### src/rtl/stream_packet_arbiter_if.sv
`default_nettype none
// +--------------------------------------------------------------------------+
// | stream_packet_arbiter_if                                                 |
// | N-source packet streams in, one arbitrated stream out, plus status.      |
// | Revision: 1.0                                                            |
// +--------------------------------------------------------------------------+
interface stream_packet_arbiter_if #(
  parameter int T_DATA_WIDTH = 32,
  parameter int N_SOURCES    = 3,
  parameter int T_SEL_WIDTH  = $clog2(N_SOURCES)
);
  logic [N_SOURCES-1:0][T_DATA_WIDTH-1:0] s_data_i;
  logic [N_SOURCES-1:0]                   s_last_i;
  logic [N_SOURCES-1:0]                   s_valid_i;
  logic [N_SOURCES-1:0]                   s_ready_o;
  logic [T_DATA_WIDTH-1:0]                m_data_o;
  logic                                   m_last_o;
  logic                                   m_valid_o;
  logic                                   m_ready_i;
  logic [T_SEL_WIDTH-1:0]                 grant_o;
  logic                                   busy_o;
  logic                                   err_o;

  // Arbiter side.
  modport master (
    input  s_data_i, s_last_i, s_valid_i, m_ready_i,
    output s_ready_o, m_data_o, m_last_o, m_valid_o, grant_o, busy_o, err_o
  );

  // Environment side: sources plus the downstream upsizer.
  modport slave (
    output s_data_i, s_last_i, s_valid_i, m_ready_i,
    input  s_ready_o, m_data_o, m_last_o, m_valid_o, grant_o, busy_o, err_o
  );
endinterface
`default_nettype wire

### src/rtl/stream_packet_arbiter.sv
`default_nettype none
// +--------------------------------------------------------------------------+
// | stream_packet_arbiter                                                    |
// | Round-robin, packet-atomic arbiter feeding one upsizer input port.       |
// | Optional stall watchdog: define STREAM_ARB_WATCHDOG_EN.                  |
// | Revision: 1.0                                                            |
// +--------------------------------------------------------------------------+
module stream_packet_arbiter #(
  parameter int T_DATA_WIDTH = 32,
  parameter int N_SOURCES    = 3,
  parameter int T_SEL_WIDTH  = $clog2(N_SOURCES),
  parameter int WDOG_CYCLES  = 16
) (
  input  wire logic              clk,
  input  wire logic              rst_n,
  stream_packet_arbiter_if.master bus
);

  if (N_SOURCES < 2 || WDOG_CYCLES < 1) begin : g_bad_params
    $error("stream_packet_arbiter: N_SOURCES must be >= 2 and WDOG_CYCLES >= 1");
  end

  typedef enum logic [0:0] {
    ST_IDLE   = 1'b0,
    ST_LOCKED = 1'b1
  } state_t;

  localparam logic [T_SEL_WIDTH-1:0] c_RR_INIT = T_SEL_WIDTH'(N_SOURCES - 1);

  state_t                  r_state;
  logic [T_SEL_WIDTH-1:0]  r_grant;
  logic [T_SEL_WIDTH-1:0]  r_rr_ptr;
  logic                    r_busy;

  logic [T_SEL_WIDTH-1:0]  w_winner;
  logic [T_SEL_WIDTH-1:0]  w_cand;
  logic                    w_any;
  logic                    w_locked;
  logic                    w_own_valid;
  logic                    w_own_last;
  logic [T_DATA_WIDTH-1:0] w_own_data;
  logic                    w_forced;
  logic                    w_xfer;
  logic                    w_done;

  // Scan from farthest to nearest so the candidate right after rr_ptr wins.
  always_comb begin
    w_winner = '0;
    w_any    = 1'b0;
    w_cand   = '0;
    for (int k = N_SOURCES; k >= 1; k--) begin
      w_cand = T_SEL_WIDTH'((int'(r_rr_ptr) + k) % N_SOURCES);
      if (bus.s_valid_i[w_cand]) begin
        w_winner = w_cand;
        w_any    = 1'b1;
      end
    end
  end

  assign w_locked    = (r_state == ST_LOCKED);
  assign w_own_valid = bus.s_valid_i[r_grant];
  assign w_own_last  = bus.s_last_i[r_grant];
  assign w_own_data  = bus.s_data_i[r_grant];
  assign w_xfer      = w_locked && w_own_valid && bus.m_ready_i && !w_forced;
  assign w_done      = (w_xfer && w_own_last) || (w_forced && bus.m_ready_i);

`ifdef STREAM_ARB_WATCHDOG_EN
  localparam int                  c_WDOG_W   = $clog2(WDOG_CYCLES + 1);
  localparam logic [c_WDOG_W-1:0] c_WDOG_MAX = c_WDOG_W'(WDOG_CYCLES);

  logic [c_WDOG_W-1:0] r_wdog_cnt;
  logic                r_err;

  assign w_forced = w_locked && (r_wdog_cnt == c_WDOG_MAX);

  // Held at zero outside LOCKED, so every new ownership starts from a clean count.
  always_ff @(posedge clk or negedge rst_n) begin
    if (!rst_n) begin
      r_wdog_cnt <= '0;
      r_err      <= 1'b0;
    end else begin
      r_err <= w_forced && bus.m_ready_i;
      if (!w_locked || w_xfer) begin
        r_wdog_cnt <= '0;
      end else if (!w_own_valid && !w_forced) begin
        r_wdog_cnt <= r_wdog_cnt + 1'b1;
      end
    end
  end

  assign bus.err_o = r_err;
`else
  assign w_forced  = 1'b0;
  assign bus.err_o = 1'b0;
`endif

  always_ff @(posedge clk or negedge rst_n) begin
    if (!rst_n) begin
      r_state  <= ST_IDLE;
      r_grant  <= '0;
      r_rr_ptr <= c_RR_INIT;
      r_busy   <= 1'b0;
    end else begin
      case (r_state)
        ST_IDLE: begin
          if (w_any) begin
            r_grant <= w_winner;
            r_state <= ST_LOCKED;
            r_busy  <= 1'b1;
          end
        end
        ST_LOCKED: begin
          if (w_done) begin
            r_rr_ptr <= r_grant;
            r_state  <= ST_IDLE;
            r_busy   <= 1'b0;
          end
        end
        default: begin
          r_state <= ST_IDLE;
          r_busy  <= 1'b0;
        end
      endcase
    end
  end

  // Zero-latency forwarding path from the owner to the upsizer.
  always_comb begin
    bus.m_data_o  = '0;
    bus.m_last_o  = 1'b0;
    bus.m_valid_o = 1'b0;
    bus.s_ready_o = '0;
    if (w_forced) begin
      bus.m_valid_o = 1'b1;
      bus.m_last_o  = 1'b1;
    end else if (w_locked) begin
      bus.m_data_o           = w_own_data;
      bus.m_last_o           = w_own_last;
      bus.m_valid_o          = w_own_valid;
      bus.s_ready_o[r_grant] = bus.m_ready_i;
    end
  end

  assign bus.grant_o = r_grant;
  assign bus.busy_o  = r_busy;

endmodule
`default_nettype wire

### src/flat_wrapper.sv
// flat-port wrapper written by rule: the top's interface ports become plain ports
module stream_packet_arbiter_flat 
#(
  parameter int T_DATA_WIDTH = 32,
  parameter int N_SOURCES    = 3,
  parameter int T_SEL_WIDTH  = $clog2(N_SOURCES),
  parameter int WDOG_CYCLES  = 16
)
  (clk, rst_n, bus_s_data_i, bus_s_last_i, bus_s_valid_i, bus_m_ready_i, bus_s_ready_o, bus_m_data_o, bus_m_last_o, bus_m_valid_o, bus_grant_o, bus_busy_o, bus_err_o);
  stream_packet_arbiter_if #(.T_DATA_WIDTH(T_DATA_WIDTH), .N_SOURCES(N_SOURCES), .T_SEL_WIDTH(T_SEL_WIDTH)) bus_i ();
  input  wire logic clk;
  input  wire logic rst_n;
  input wire logic [$bits(bus_i.s_data_i)-1:0] bus_s_data_i;
  input wire logic [$bits(bus_i.s_last_i)-1:0] bus_s_last_i;
  input wire logic [$bits(bus_i.s_valid_i)-1:0] bus_s_valid_i;
  input wire logic [$bits(bus_i.m_ready_i)-1:0] bus_m_ready_i;
  output wire logic [$bits(bus_i.s_ready_o)-1:0] bus_s_ready_o;
  output wire logic [$bits(bus_i.m_data_o)-1:0] bus_m_data_o;
  output wire logic [$bits(bus_i.m_last_o)-1:0] bus_m_last_o;
  output wire logic [$bits(bus_i.m_valid_o)-1:0] bus_m_valid_o;
  output wire logic [$bits(bus_i.grant_o)-1:0] bus_grant_o;
  output wire logic [$bits(bus_i.busy_o)-1:0] bus_busy_o;
  output wire logic [$bits(bus_i.err_o)-1:0] bus_err_o;
  assign bus_i.s_data_i = bus_s_data_i;
  assign bus_i.s_last_i = bus_s_last_i;
  assign bus_i.s_valid_i = bus_s_valid_i;
  assign bus_i.m_ready_i = bus_m_ready_i;
  assign bus_s_ready_o = bus_i.s_ready_o;
  assign bus_m_data_o = bus_i.m_data_o;
  assign bus_m_last_o = bus_i.m_last_o;
  assign bus_m_valid_o = bus_i.m_valid_o;
  assign bus_grant_o = bus_i.grant_o;
  assign bus_busy_o = bus_i.busy_o;
  assign bus_err_o = bus_i.err_o;
  stream_packet_arbiter #(.T_DATA_WIDTH(T_DATA_WIDTH), .N_SOURCES(N_SOURCES), .T_SEL_WIDTH(T_SEL_WIDTH), .WDOG_CYCLES(WDOG_CYCLES)) u_core (.clk(clk), .rst_n(rst_n), .bus(bus_i));
endmodule
### config.mk
export PLATFORM = sky130hd
export DESIGN_NAME = stream_packet_arbiter_flat
export DESIGN_NICKNAME = d
export VERILOG_FILES = /design/src/rtl/stream_packet_arbiter_if.sv /design/src/rtl/stream_packet_arbiter.sv /design/src/flat_wrapper.sv
export SDC_FILE = /design/constraint.sdc
export NUM_CORES = 1
export LEC_CHECK = 0
export CORE_AREA = 2 2 81 75
export CTS_BUF_LIST = sky130_fd_sc_hd__clkbuf_4 sky130_fd_sc_hd__clkbuf_8
export DETAILED_ROUTE_END_ITERATION = 10
export DIE_AREA = 0 0 83 77
export MAX_ROUTING_LAYER = met4
export PLACE_DENSITY = 0.84
export SYNTH_ARGS = -nofsm -noshare
export SYNTH_HDL_FRONTEND = slang
export SYNTH_SLANG_ARGS = --single-unit
### constraint.sdc
create_clock -name clk -period 1.9 [get_ports clk]
set_input_delay 0.38 -clock clk [delete_from_list [all_inputs] [get_ports clk]]
set_output_delay 0.38 -clock clk [all_outputs]
set_load 0.03 [all_outputs]
Word level (Yosys, flattened, before mapping)
Cells that the tools add are included.
{ "op_classes": {"addsub": 3, "div": 3, "n_lt_le_gt_ge": 5, "n_eq_ne": 2, "muxes": 30, "bitwise_logic": 2, "n_reduce_logical": 7} }
{ "ops": {"columns": ["operator", "n"], "rows": [
  ["32-bit by 3-bit modulo with 32-bit output (second input constant)", 3],
  ["32-bit binary-select mux with 2-bit select", 1],
  ["32-bit 2-to-1 mux", 2],
  ["1-bit 2-to-1 mux", 15],
  ["2-bit by 3-bit less-than comparator with 1-bit output (second input constant)", 4],
  ["1-bit binary-select mux with 2-bit select", 5],
  ["2-bit by 2-bit adder with 3-bit output (second input constant)", 2],
  ["2-bit 2-to-1 mux", 3],
  ["2-bit AND reduction", 3],
  ["1-bit logical AND", 4],
  ["1-bit one-hot mux with 2 select lines", 2],
  ["2-bit by 1-bit adder with 3-bit output (second input constant)", 1],
  ["3-bit bitwise AND", 1],
  ["3-bit 2-to-1 mux", 1],
  ["1-bit demux with 2-bit select", 1],
  ["2-bit by 1-bit greater-or-equal comparator with 1-bit output (second input constant)", 1],
  ["2-bit by 1-bit != test with 1-bit output (second input constant)", 1],
  ["2-bit != test (second input constant)", 1],
  ["1-bit NOT", 1]
]} }
{ "word_totals": {"ff_bits": 6, "inputBits": 105, "output_inout_bits": 41, "word_cells": 56} }

Depth between registers and ports, before layout
{ "logic_depth": {"depth_word": 9, "depth_mapped": 7, "depth_no_buf": 6} }

Worst setup path after synthesis
OpenSTA, ideal clock, no wires.
{ "synth_path": {"path_type": "reg2out", "start": "register u_core.r_grant[1], in the netlist u_core.bus.grant_o[1]", "end": "output bus_s_ready_o[2]", "arrival_ns": 1.672, "t_required_ns": 1.520, "path_slack_ns": -0.152, "stages_incl_launch_ff": 4, "path_buffers": 2, "cell_sequence": "dfrtp_1 > buf_6 > buf_8 > nor3b_1"} }
{ "synth_via": {"elab_chain_len": 6, "word_cells_on_any_way": 7, "cone_classes": "order compare (2); mux (3); bitwise (1); reduce/logical (1)"} }
{ "synth_rtl": {"columns": ["element", "line", "source"], "rows": [
  ["start, declared", "stream_packet_arbiter.sv:31", "logic [T_SEL_WIDTH-1:0] r_grant;"],
  ["start signal, assigned", "stream_packet_arbiter.sv:107", "r_grant <= w_winner;"],
  ["2-bit by 3-bit less-than comparator with 1-bit output (not written as such) or 2-bit by 1-bit greater-or-equal comparator with 1-bit output (tied branches)", "stream_packet_arbiter.sv:140", "bus.s_ready_o[r_grant] = bus.m_ready_i;"],
  ["1-bit logical AND (not written as such)", "stream_packet_arbiter.sv:140", null],
  ["1-bit 2-to-1 mux (not written as such)", "stream_packet_arbiter.sv:140", null],
  ["1-bit demux with 2-bit select *", null, null],
  ["3-bit bitwise AND (no source line) *", null, null],
  ["3-bit 2-to-1 mux *", "stream_packet_arbiter.sv:136", "end else if (w_locked) begin"],
  ["end, declared", "flat_wrapper.sv:17", "output wire logic [$bits(bus_i.s_ready_o)-1:0] bus_s_ready_o;"]
]} }
Mark *: on every way between the ends. The rest lies on a longest branch, timed or not.

Worst setup path after layout
{ "layout_path": {"start": "register u_core.r_rr_ptr[1]", "end": "register u_core.r_grant[1], in the netlist u_core.bus.grant_o[1]"} }
{ "layout_via": {"elab_chain_len": 8, "word_cells_on_any_way": 19, "cone_classes": "add/sub (3); div (3); mux (12); reduce/logical (1)"} }
{ "layout_rtl": {"columns": ["element", "line", "source"], "rows": [
  ["start, declared", "stream_packet_arbiter.sv:32", "logic [T_SEL_WIDTH-1:0] r_rr_ptr;"],
  ["start signal, assigned", "stream_packet_arbiter.sv:101", "r_rr_ptr <= c_RR_INIT;"],
  ["start signal, assigned", "stream_packet_arbiter.sv:114", "r_rr_ptr <= r_grant;"],
  ["2-bit by 2-bit adder with 3-bit output", "stream_packet_arbiter.sv:52", "w_cand = T_SEL_WIDTH'((int'(r_rr_ptr) + k) % N_SOURCES);"],
  ["32-bit by 3-bit modulo with 32-bit output", "stream_packet_arbiter.sv:52", null],
  ["1-bit binary-select mux with 2-bit select", "stream_packet_arbiter.sv:53", "if (bus.s_valid_i[w_cand]) begin"],
  ["1-bit 2-to-1 mux (not written as such)", "stream_packet_arbiter.sv:53", null],
  ["1-bit 2-to-1 mux (3 in a row)", "stream_packet_arbiter.sv:53", null],
  ["2-bit AND reduction (no source line)", null, null]
]} }
Parallel ways exist; a longest one is shown, timed or not. The select of a mux whose other input is x is not followed.
A chain may end at the register's enable or synchronous reset.

==> key figures <==
Synthesis
  • Seq/Total Area, Yosys: 0.0995
  • FF+latch count, synth: 6
  • Synth area leader: mux2i_1
  • Post-synth top area share: 0.224
  • Synth Instances: 205
  • Top cells by area, synth: mux2i_1 22%, and2_1 14%, nand2_1 8.6%, dfrtp_1 8.2%, o21ai_1 8.2%
  • Synth unique cells: 39
  • Mapped Avg Cell Area: 7.42 µm²
  • Synthesized cell area: 1520 µm²
  • Syn_nets: 314
  • Yosys Warn Count: 0

Critical path
  • Worst R2R Setup Slack: -50 ps
  • CP Launch Type: flop
  • Req. time, crit path: 2000 ps
  • CP peak stage delay: 600 ps
  • Critical path capture point type: flop
  • CP Class: reg2reg
  • Critical path's top delay family: flip-flops
  • Crit path from: u_core.r_rr_ptr[1]
  • WP data arrival: 2050 ps
  • CP Cell Sequence: ha_4, nand2b_1, o22a_2, a41oi_4, mux2_4
  • Crit-path max FO: 7
  • Slowest-stage cell, CP: dfstp_2
  • CP bufs+invs: 0
  • Worst reg2reg startpoint: u_core.r_rr_ptr[1]

Place
  • Worst slack at placement: -61.2 ps
  • Post-placement cell count: 415
  • Hpwl dp: 4660 µm
  • Number of port buffers: 144
  • RD Place Congestion: 0.816

Global route
  • GR Util met1: 0.212
  • Busiest metal layer after global routing: met2
  • Total gr overflow: 0
  • Vias in the first global route: 2069
  • First-pass GRT wire length: 9630 µm
  • M3 GR Usage: 0.0183
  • Initial antenna violation count: 0
  • Largest net degree at the start of global routing: 41
  • Met2 Use GR: 0.338
  • Total GRT Usage: 0.182

Clocking
  • Clk slew on worst S/H paths: 40 ps
  • Clock sinks: 6
  • Max Buffers Root-to-Sink: 2
  • CTS tree: yes
  • H-tree depth: 1
  • CTS Buf Count: 3
  • Clk_lat worst skew: 220 ps
  • Root buf cell: clkbuf_8
  • Post-CTS Hold Buffers: 0

Layout
  • Antenna Cells: 0
  • Most common cell after layout, fill and taps aside: clkdlybuf4s50_1
  • Core Util, Final: 0.570
  • Layout cells sized above 1: 0.261
  • Final Instance Count excl. Fillers: 422
  • Most frequent cells in the layout: 104 x clkdlybuf4s50_1, 42 x buf_4, 35 x nand2_1, 34 x mux2i_1
  • Area Overhead vs Synth: 108%
  • Fin nets: 462

STA
  • Post-layout min period: 1950 ps
  • # setup viols final: 16
  • Worst setup margin: -48.3 ps
  • Fmax achieved: 513 MHz
  • Slew Viols, Final: 0
  • Worst Skew: 8.45 ps
  • Setup TNS: -295 ps
  • Hold Vio Cnt, Final: 0
  • Final Cycle Share: 1.03
  • RSZ-0062 raised after global routing: true

Power
  • Maximum VDD drop: 0.822 mV
  • Pwr Density: 1530 nW/µm²
  • Sequential fraction of design power: 0.057
  • LEAKAGE: 1.33 nW
  • Clk network pwr share: 0.044
  • Internal Power: 0.00238 W
  • Psw: 0.00247 W
  • Tot Pwr: 0.00485 W
  • Sw frac: 0.509
  • Comb pwr share: 0.899

Drt
  • Routed Wire Length: 5910 µm
  • Routed length per placed instance: 14.0 µm
  • Initial drt markers: 52
  • Via count: 1988
  • Detailed Routing Iterations Pass 1: 4
  • Vias per inst: 4.71
  • DRC: 0
  • Detail Route Antenna Nets: 0

Die
  • Die height: 77 µm
  • Horiz. Die Dim: 83 µm
  • DIE AREA: 6390 µm²
  • Initial Util: 0.274
  • I/O pin total: 146
  • Core box area: 5560 µm²
  • Num rows: 26

Job
  • Max cap viols: 0

Run status
  • Violated checks: setup timing
  • Status: finished with violations

Hold path
  • Worst hold path class: in2async
per-layer routing:
metal  wire [µm]  vias to the layer above
met5           0                        -
met4          64                        0
met3         317                        6
met2        3060                       82
met1        2470                      904
li1            -                      996
worst reg2reg max path: stages (launching register included):
cell and delay (ps):
dfstp_2 600, ha_4 240, nand2b_1 170, o22a_2 220, a41oi_4 280, mux2_4 320
registers in the layout, summed over array words and instances (netlist names):
signal              flops
u_core.r_state          1
u_core.r_rr_ptr         2
u_core.bus.grant_o      2
u_core.bus.busy_o       1
stage by stage:
stage | area (µm²) | hold WS, ps
after global placement | 3000 | 477
final | 3170 | 400
after floorplan | 1550 | 84.4
after detailed placement | 3000 | 484
after CTS | 3130 | 409
after global routing | 3170 | 429
power groups by stage:
stage               registers (W)  clock network, W  logic, W
finish                   0.000275          0.000215   0.00436
global route             0.000284          0.000226   0.00467
CTS                      0.000268          0.000220   0.00428
detailed placement       0.000270                 0   0.00408
global placement         0.000264                 0   0.00402
floorplan                0.000306                 0   0.00267
path summary, 6_finish.rpt:
path                            depth (start not counted)               endpoint
worst max register to register                          5  u_core.bus.grant_o[1]
worst min register to register                          1      u_core.bus.busy_o
min in group clk                                        1      u_core.bus.busy_o
worst max-delay path                                    5  u_core.bus.grant_o[1]
max in group asynchronous                               1     u_core.r_rr_ptr[1]
worst min-delay path                                    1     u_core.r_rr_ptr[0]
cells in the mapped netlist:
master and n:
a21o_1 2, a21oi_1 3, a21oi_4 1, a41oi_4 1, and2_1 35, and3_1 1, and3b_1 1, and4bb_1 1
buf_1 2, buf_2 4, buf_4 3, buf_6 2, buf_8 1, clkbuf_1 6, conb_1 1, dfrtp_1 5
dfstp_2 1, ha_1 4, inv_1 4, mux2_4 4, mux2i_1 34, nand2_1 35, nand2_2 1, nand2b_1 2
nand3b_1 1, nand4_2 1, nor2b_1 4, nor3_1 1, nor3b_1 1, o2111a_1 1, o211ai_1 1, o21a_1 1
o21ai_0 9, o21ai_1 25, o22a_2 1, o2bb2ai_2 2, o31ai_1 1, o32a_1 1, or2_4 1
repair_timing:
action	4_1_cts	5_1_grt
gates resized for setup	20	8
pin swaps	2	0
setup endpoints to repair	36	38
buffers inserted	2	1
kinds of logic (layout without fill, tap and decap cells):
group,after synthesis,count (layout),synth area share
buffers and inverters,22,169,0.0822
flip-flops,6,6,0.0995
other,1,1,0.00246
adder cells (fa/ha/maj),4,4,0.0329
AND/OR/NAND/NOR,85,85,0.304
multiplexers,38,38,0.263
AO/OA/AOI/OAI,49,49,0.215
cell type report:
class                           count  area, µm²
Tap cell                           70       87.6
Inverter                            4       17.5
Fill cell                         529       2390
Multi-Input combinational cell    177       1310
Sequential cell                     6        154
Clock buffer                        4       48.8
Timing Repair Buffer              161       1550
No activity file was read; power rests on OpenSTA's default activity.
